File: config.mk
export PLATFORM = sky130hd
export DESIGN_NAME = mem_bus_arbiter_flat
export DESIGN_NICKNAME = d
export VERILOG_FILES = /design/src/rtl/mem_bus_arbiter_if.sv /design/src/rtl/mem_bus_arbiter.sv /design/src/flat_wrapper.sv
export SDC_FILE = /design/constraint.sdc
export NUM_CORES = 1
export LEC_CHECK = 0
export CORE_ASPECT_RATIO = 0.5
export CORE_MARGIN = 4
export CORE_UTILIZATION = 37
export DETAILED_ROUTE_END_ITERATION = 10
export HOLD_SLACK_MARGIN = 0.12
export PLACE_DENSITY = 0.86
export SLEW_MARGIN = 5
export SYNTH_ARGS = -nofsm -noshare
export SYNTH_HDL_FRONTEND = slang
export SYNTH_SLANG_ARGS = --single-unit
File: constraint.sdc
create_clock -name clk -period 2.9 [get_ports clk]
set_input_delay 0.58 -clock clk [delete_from_list [all_inputs] [get_ports clk]]
set_output_delay 0.58 -clock clk [all_outputs]
set_load 0.02 [all_outputs]
File: src/rtl/mem_bus_arbiter_if.sv
// Bus bundle between the core's fetch/data request ports, the arbiter and the unified memory.
// The arbiter binds to the slave modport; the core/memory side binds to master.
interface mem_bus_arbiter_if #(
  parameter int ADDR_W = 32,
  parameter int DATA_W = 32
);
  logic              i_req;
  logic [ADDR_W-1:0] i_addr;
  logic              i_gnt;
  logic              i_rvalid;
  logic [DATA_W-1:0] i_rdata;

  logic              d_req;
  logic [ADDR_W-1:0] d_addr;
  logic [2:0]        d_we;
  logic [DATA_W-1:0] d_wdata;
  logic              d_gnt;
  logic              d_rvalid;
  logic [DATA_W-1:0] d_rdata;

  logic [ADDR_W-1:0] mem_addr;
  logic [2:0]        mem_we;
  logic [DATA_W-1:0] mem_wdata;
  logic [DATA_W-1:0] mem_rdata;

  modport slave (
    input  i_req, i_addr, d_req, d_addr, d_we, d_wdata, mem_rdata,
    output i_gnt, i_rvalid, i_rdata, d_gnt, d_rvalid, d_rdata,
           mem_addr, mem_we, mem_wdata
  );

  modport master (
    output i_req, i_addr, d_req, d_addr, d_we, d_wdata, mem_rdata,
    input  i_gnt, i_rvalid, i_rdata, d_gnt, d_rvalid, d_rdata,
           mem_addr, mem_we, mem_wdata
  );
endinterface

File: src/rtl/mem_bus_arbiter.sv
// Single-outstanding arbiter sharing one memory port between instruction fetch and load/store.
// Optional MEM_BUS_ARB_ROUND_ROBIN_EN: contended grants alternate instead of data-over-fetch.
module mem_bus_arbiter #(
  parameter int ADDR_W      = 32,
  parameter int DATA_W      = 32,
  parameter int MEM_LATENCY = 1
) (
  input  logic                clk,
  input  logic                rst_n,
  mem_bus_arbiter_if.slave    bus,
  output logic [1:0]          dbg_state_o
);

  typedef enum logic [1:0] {IDLE = 2'd0, ACCESS = 2'd1, RESP = 2'd2} state_t;
  typedef enum logic {OWN_FETCH = 1'b0, OWN_DATA = 1'b1} owner_t;

  state_t            state_q, state_d;
  owner_t            owner_q, owner_d;
  logic [2:0]        cnt_q, cnt_d;
  logic [ADDR_W-1:0] mem_addr_q, mem_addr_d;
  logic [2:0]        mem_we_q, mem_we_d;
  logic [DATA_W-1:0] mem_wdata_q, mem_wdata_d;
  logic              i_rvalid_q, i_rvalid_d;
  logic              d_rvalid_q, d_rvalid_d;

  logic can_grant, d_win, accept, we_legal;

  // Handshake: a request (req plus its address/data) is held by the requester until gnt;
  // gnt is combinational and the transaction is accepted on the clock edge ending that cycle.
  // rvalid is a single-cycle pulse with no back-pressure; rdata is only meaningful with it.
  assign can_grant = (state_q == IDLE) || (state_q == RESP);

`ifdef MEM_BUS_ARB_ROUND_ROBIN_EN
  owner_t last_owner_q, last_owner_d;

  assign d_win = bus.d_req && (!bus.i_req || (last_owner_q == OWN_FETCH));
  assign last_owner_d = accept ? (bus.d_gnt ? OWN_DATA : OWN_FETCH) : last_owner_q;

  always_ff @(posedge clk or negedge rst_n) begin
    if (!rst_n) last_owner_q <= OWN_FETCH;
    else        last_owner_q <= last_owner_d;
  end
`else
  assign d_win = bus.d_req;
`endif

  assign bus.d_gnt = can_grant && d_win;
  assign bus.i_gnt = can_grant && bus.i_req && !d_win;
  assign accept    = bus.d_gnt || bus.i_gnt;
  assign we_legal  = (bus.d_we == 3'b100) || (bus.d_we == 3'b010) || (bus.d_we == 3'b001);

  always_comb begin
    state_d     = state_q;
    owner_d     = owner_q;
    cnt_d       = cnt_q;
    mem_addr_d  = mem_addr_q;
    mem_we_d    = 3'b000;
    mem_wdata_d = mem_wdata_q;
    i_rvalid_d  = 1'b0;
    d_rvalid_d  = 1'b0;

    case (state_q)
      IDLE: begin
        if (accept) state_d = ACCESS;
      end
      ACCESS: begin
        cnt_d = cnt_q - 3'd1;
        if (cnt_q == 3'd1) begin
          state_d = RESP;
          if (owner_q == OWN_DATA) d_rvalid_d = 1'b1;
          else                     i_rvalid_d = 1'b1;
        end
      end
      RESP: begin
        state_d = accept ? ACCESS : IDLE;
      end
      default: state_d = IDLE;
    endcase

    if (accept) begin
      cnt_d = 3'(MEM_LATENCY);
      if (bus.d_gnt) begin
        owner_d     = OWN_DATA;
        mem_addr_d  = bus.d_addr;
        mem_wdata_d = bus.d_wdata;
        mem_we_d    = we_legal ? bus.d_we : 3'b000;
      end else begin
        owner_d    = OWN_FETCH;
        mem_addr_d = bus.i_addr;
      end
    end
  end

  always_ff @(posedge clk or negedge rst_n) begin
    if (!rst_n) begin
      state_q     <= IDLE;
      owner_q     <= OWN_FETCH;
      cnt_q       <= 3'd0;
      mem_addr_q  <= '0;
      mem_we_q    <= 3'b000;
      mem_wdata_q <= '0;
      i_rvalid_q  <= 1'b0;
      d_rvalid_q  <= 1'b0;
    end else begin
      state_q     <= state_d;
      owner_q     <= owner_d;
      cnt_q       <= cnt_d;
      mem_addr_q  <= mem_addr_d;
      mem_we_q    <= mem_we_d;
      mem_wdata_q <= mem_wdata_d;
      i_rvalid_q  <= i_rvalid_d;
      d_rvalid_q  <= d_rvalid_d;
    end
  end

  assign bus.mem_addr  = mem_addr_q;
  assign bus.mem_we    = mem_we_q;
  assign bus.mem_wdata = mem_wdata_q;
  assign bus.i_rvalid  = i_rvalid_q;
  assign bus.d_rvalid  = d_rvalid_q;
  assign bus.i_rdata   = bus.mem_rdata;
  assign bus.d_rdata   = bus.mem_rdata;
  assign dbg_state_o   = state_q;

endmodule

File: src/flat_wrapper.sv
// flat-port wrapper written by rule: the top's interface ports become plain ports
module mem_bus_arbiter_flat 
#(
  parameter int ADDR_W      = 32,
  parameter int DATA_W      = 32,
  parameter int MEM_LATENCY = 1
)
  (clk, rst_n, dbg_state_o, bus_i_req, bus_i_addr, bus_d_req, bus_d_addr, bus_d_we, bus_d_wdata, bus_mem_rdata, bus_i_gnt, bus_i_rvalid, bus_i_rdata, bus_d_gnt, bus_d_rvalid, bus_d_rdata, bus_mem_addr, bus_mem_we, bus_mem_wdata);
  mem_bus_arbiter_if #(.ADDR_W(ADDR_W), .DATA_W(DATA_W)) bus_i ();
  input  logic clk;
  input  logic rst_n;
  output logic [1:0] dbg_state_o;
  input wire logic [$bits(bus_i.i_req)-1:0] bus_i_req;
  input wire logic [$bits(bus_i.i_addr)-1:0] bus_i_addr;
  input wire logic [$bits(bus_i.d_req)-1:0] bus_d_req;
  input wire logic [$bits(bus_i.d_addr)-1:0] bus_d_addr;
  input wire logic [$bits(bus_i.d_we)-1:0] bus_d_we;
  input wire logic [$bits(bus_i.d_wdata)-1:0] bus_d_wdata;
  input wire logic [$bits(bus_i.mem_rdata)-1:0] bus_mem_rdata;
  output wire logic [$bits(bus_i.i_gnt)-1:0] bus_i_gnt;
  output wire logic [$bits(bus_i.i_rvalid)-1:0] bus_i_rvalid;
  output wire logic [$bits(bus_i.i_rdata)-1:0] bus_i_rdata;
  output wire logic [$bits(bus_i.d_gnt)-1:0] bus_d_gnt;
  output wire logic [$bits(bus_i.d_rvalid)-1:0] bus_d_rvalid;
  output wire logic [$bits(bus_i.d_rdata)-1:0] bus_d_rdata;
  output wire logic [$bits(bus_i.mem_addr)-1:0] bus_mem_addr;
  output wire logic [$bits(bus_i.mem_we)-1:0] bus_mem_we;
  output wire logic [$bits(bus_i.mem_wdata)-1:0] bus_mem_wdata;
  assign bus_i.i_req = bus_i_req;
  assign bus_i.i_addr = bus_i_addr;
  assign bus_i.d_req = bus_d_req;
  assign bus_i.d_addr = bus_d_addr;
  assign bus_i.d_we = bus_d_we;
  assign bus_i.d_wdata = bus_d_wdata;
  assign bus_i.mem_rdata = bus_mem_rdata;
  assign bus_i_gnt = bus_i.i_gnt;
  assign bus_i_rvalid = bus_i.i_rvalid;
  assign bus_i_rdata = bus_i.i_rdata;
  assign bus_d_gnt = bus_i.d_gnt;
  assign bus_d_rvalid = bus_i.d_rvalid;
  assign bus_d_rdata = bus_i.d_rdata;
  assign bus_mem_addr = bus_i.mem_addr;
  assign bus_mem_we = bus_i.mem_we;
  assign bus_mem_wdata = bus_i.mem_wdata;
  mem_bus_arbiter #(.ADDR_W(ADDR_W), .DATA_W(DATA_W), .MEM_LATENCY(MEM_LATENCY)) u_core (.clk(clk), .rst_n(rst_n), .bus(bus_i), .dbg_state_o(dbg_state_o));
endmodule
==> run metrics <==
dpl hpwl=7.87 mm; Overflow after GRT=0; pre-CTS worst setup slack=0.379 ns; setup ws final=0.382 ns; Post-Syn Area=3680 µm²; number of core rows=25; vias per std cell=4.95; post-synthesis xor/xnor area fraction=0%; first-pass GRT wire length=17.1 mm; number of routed nets with antenna violations=0; sequential share of the synthesized area=50.9%; global-route usage over all layers=18.4%; maximum number of pins on one net before global-route repair=76; arrival time of data at the critical path endpoint=1.94 ns; syn nets=528; critical path startpoint category=input pin; max frequency=397 MHz; setup violation total in the final timing report=0; transition time at the pin with the least slew margin=0.935 ns; adder-cell area share of the yosys netlist=0.679%; category of the critical setup timing path=in2out; max-cap violations=0; r2r worst-path depth=4; number of hold violations in the final report=0; starting utilization of the core area=38.5%; postcts setup bufs=0; gate count of the mapped netlist=391; unrepaired setup endpoints after global routing=no; area used by multi-input combinational logic=1150 µm²; reg-to-reg critical path endpoint=u_core.bus.mem_addr[4]; area taken by flip-flops and latches=1880 µm²; endpoint required time on the critical path=2.32 ns; setup TNS=0 ns; drt initial violations=165; fraction of final layout cells sized beyond drive strength 1=5.60%; post-synthesis area per instance=9.42 µm²; count of cells resized by post-cts repair=0; filler instances=881; final critical delay including setup and external delays=2.52 ns; fin. max-slew vios=0; number of nets at the end of the flow=632; Syn-to-layout area delta=45.9%; number of input and output port buffers inserted=175; combinational family with the most area after synthesis=buffers and inverters; clock latency on the worst-skew pair=0.33 ns; final weighted congestion in routability-driven placement=0.771; clock tree root driver cell=sky130_fd_sc_hd__clkbuf_16; worst hold path class=in2async; DRC errors left=0; overall die height=78.6 µm; R2R Setup Slk=1.00 ns; critical path capture point=bus_i_gnt; leakage power=2.31 nW; total placed cells including tap cells=619; vias in the first global route=3367; launching element of the worst setup path=bus_i_req; wire length per cell=17.1 µm; simple-gate share of the synthesized area=16.5%; Pwr Density=1100 nW/µm²; Num Clock Sinks=75; FF+latch count, synth=75; cell repeated most along the worst path=sky130_fd_sc_hd__clkdlybuf4s50_1; worst slew margin relative to its limit=37.7%; total wire length=10.9 mm; final worst path period share=86.8%; Post-Route Skew=0.00553 ns; number of vias in the routed layout=3147; total number of yosys warnings=0; final std cells w/o fill=636; Pre-Repair DR Iteration Count=4; highest-delay cell along the critical path=sky130_fd_sc_hd__clkdlybuf4s50_1; die area=11700 µm²; source of the worst register-to-register timing path=u_core.dbg_state_o[0]; multiplexer fraction of the synthesized cell area=0%; cts bufs inserted=9; number of H-tree branching levels=3; initial antenna violation count=0; Core Footprint=9570 µm²; max incr delay on CP=0.63 ns; CTS tree=yes; worst-path cell chain=clkdlybuf4s50_1 > nor3b_1 > clkdlybuf4s50_1; synth unique cells=24; run status=complete, no violations; worst-path maximum fanout=5; clock-pin transition on the worst setup and hold timing paths=0.06 ns; Crit. End Element=primary output; hold bufs inserted after CTS=0; total I/O pin count=272; peak supply drop=453 µV; die span in x=149 µm; Synth Area in Compound Gates=14.0%; buffer depth of the longest clock path=2
## cell type report
type                       instances  share of cell area (%)
inverter                           5                   0.349
timing repair buffer             183                    33.7
clock buffer                      13                    5.21
sequential                        75                    34.9
tap                              135                    3.14
clock inverter                     3                    1.26
antenna                            1                  0.0466
multi-input combinational        221                    21.4
## cells in the final DEF, fill, tap and decap left out
cell type / instances
sky130_fd_sc_hd__clkbuf_8: 4
sky130_fd_sc_hd__buf_4: 9
sky130_fd_sc_hd__nor4b_1: 2
sky130_fd_sc_hd__o22ai_1: 32
sky130_fd_sc_hd__nand2_1: 100
sky130_fd_sc_hd__nor3_1: 5
sky130_fd_sc_hd__inv_2: 1
sky130_fd_sc_hd__o32ai_1: 31
sky130_fd_sc_hd__nor3b_1: 1
sky130_fd_sc_hd__nand2b_1: 3
sky130_fd_sc_hd__nor4_1: 1
sky130_fd_sc_hd__a21oi_1: 4
sky130_fd_sc_hd__inv_1: 4
sky130_fd_sc_hd__clkdlybuf4s50_1: 174
sky130_fd_sc_hd__nand2b_2: 1
sky130_fd_sc_hd__ha_1: 2
sky130_fd_sc_hd__a21o_1: 2
sky130_fd_sc_hd__clkinvlp_4: 1
sky130_fd_sc_hd__and2_1: 1
sky130_fd_sc_hd__dfrtp_1: 75
sky130_fd_sc_hd__a22o_1: 1
sky130_fd_sc_hd__nor2_1: 33
sky130_fd_sc_hd__clkbuf_16: 9
sky130_fd_sc_hd__nor4b_2: 1
sky130_fd_sc_hd__bufinv_16: 2
sky130_fd_sc_hd__or2_1: 1
sky130_fd_sc_hd__diode_2: 1
## through the flow
step                area [µm²]  hold slack, ns  util (%)  total power, mW
detailed placement        5020           0.456      52.5             4.67
global placement          5020           0.443      52.5             4.57
global route              5370           0.480      56.1             6.27
finish                    5380           0.397      56.2             5.90
CTS                       5370           0.440      56.1             5.96
floorplan                 3680           0.284         -             3.41
## how the worst min path moves through the flow
stage / end / slack, ns / depth (start not counted)
finish: u_core.bus.mem_wdata[7] / 0.40 / 1
global route: u_core.bus.mem_wdata[8] / 0.48 / 1
CTS: u_core.bus.mem_wdata[4] / 0.44 / 1
detailed placement: u_core.bus.i_rvalid / 0.46 / 1
global placement: u_core.bus.i_rvalid / 0.44 / 1
floorplan: u_core.bus.d_rvalid / 0.28 / 0
## critical path: cells and delay by family
kind / cells / cell delay, ns
buffers and inverters: 2 / 1.16
AND/OR/NAND/NOR: 1 / 0.19
## logic make-up after synthesis
family | after synthesis
AO/OA/AOI/OAI | 70
AND/OR/NAND/NOR | 149
flip-flops | 75
buffers and inverters | 95
adder cells (fa/ha/maj) | 2
## power by group
part,switching [mW],internal (mW),leakage [nW]
Combinational,1.45,1.29,1.23
Sequential,0.349,1.54,0.906
Clock,0.422,0.847,0.168
## cell usage after synthesis
| cell type | number | area [µm²] |
|---|---|---|
| sky130_fd_sc_hd__dfrtp_1 | 75 | 1880 |
| sky130_fd_sc_hd__nand2b_1 | 4 | 25.0 |
| sky130_fd_sc_hd__nor4b_2 | 1 | 15.0 |
| sky130_fd_sc_hd__and2_1 | 1 | 6.26 |
| sky130_fd_sc_hd__nor2_1 | 33 | 124 |
| sky130_fd_sc_hd__buf_4 | 65 | 488 |
| sky130_fd_sc_hd__clkbuf_1 | 5 | 18.8 |
| sky130_fd_sc_hd__a22o_1 | 1 | 8.76 |
| sky130_fd_sc_hd__inv_2 | 1 | 3.75 |
| sky130_fd_sc_hd__nor3b_1 | 1 | 7.51 |
| sky130_fd_sc_hd__nand2_1 | 100 | 375 |
| sky130_fd_sc_hd__ha_1 | 2 | 25.0 |
| sky130_fd_sc_hd__buf_2 | 11 | 55.1 |
| sky130_fd_sc_hd__a21oi_1 | 4 | 20.0 |
| sky130_fd_sc_hd__or2_1 | 1 | 6.26 |
| sky130_fd_sc_hd__inv_1 | 4 | 15.0 |
| sky130_fd_sc_hd__nor4_1 | 1 | 6.26 |
| sky130_fd_sc_hd__nor3_1 | 5 | 25.0 |
| sky130_fd_sc_hd__o22ai_1 | 32 | 200 |
| sky130_fd_sc_hd__o32ai_1 | 31 | 272 |
| sky130_fd_sc_hd__buf_6 | 6 | 67.6 |
| sky130_fd_sc_hd__a21o_1 | 2 | 15.0 |
| sky130_fd_sc_hd__buf_1 | 3 | 11.3 |
| sky130_fd_sc_hd__nor4b_1 | 2 | 17.5 |
## state kept, by name (all words and copies together) (netlist names)
register              count
u_core.bus.d_rvalid       1
u_core.bus.i_rvalid       1
u_core.bus.mem_addr      32
u_core.bus.mem_wdata     32
u_core.bus.mem_we         3
u_core.cnt_q              3
u_core.dbg_state_o        2
u_core.owner_q            1
## per-layer routing
metal / part of all wire, % / wire length (µm) / vias up / track usage [%]
met2: 52 / 5640 / 130 / 32.1
met5: 0 / 0 / - / 0
met3: 7.5 / 812 / 27 / 6.52
li1: - / - / 1482 / -
met1: 38 / 4140 / 1508 / 20.1
met4: 2.7 / 297 / 0 / 8.77
(Power assumes the default switching activity.)
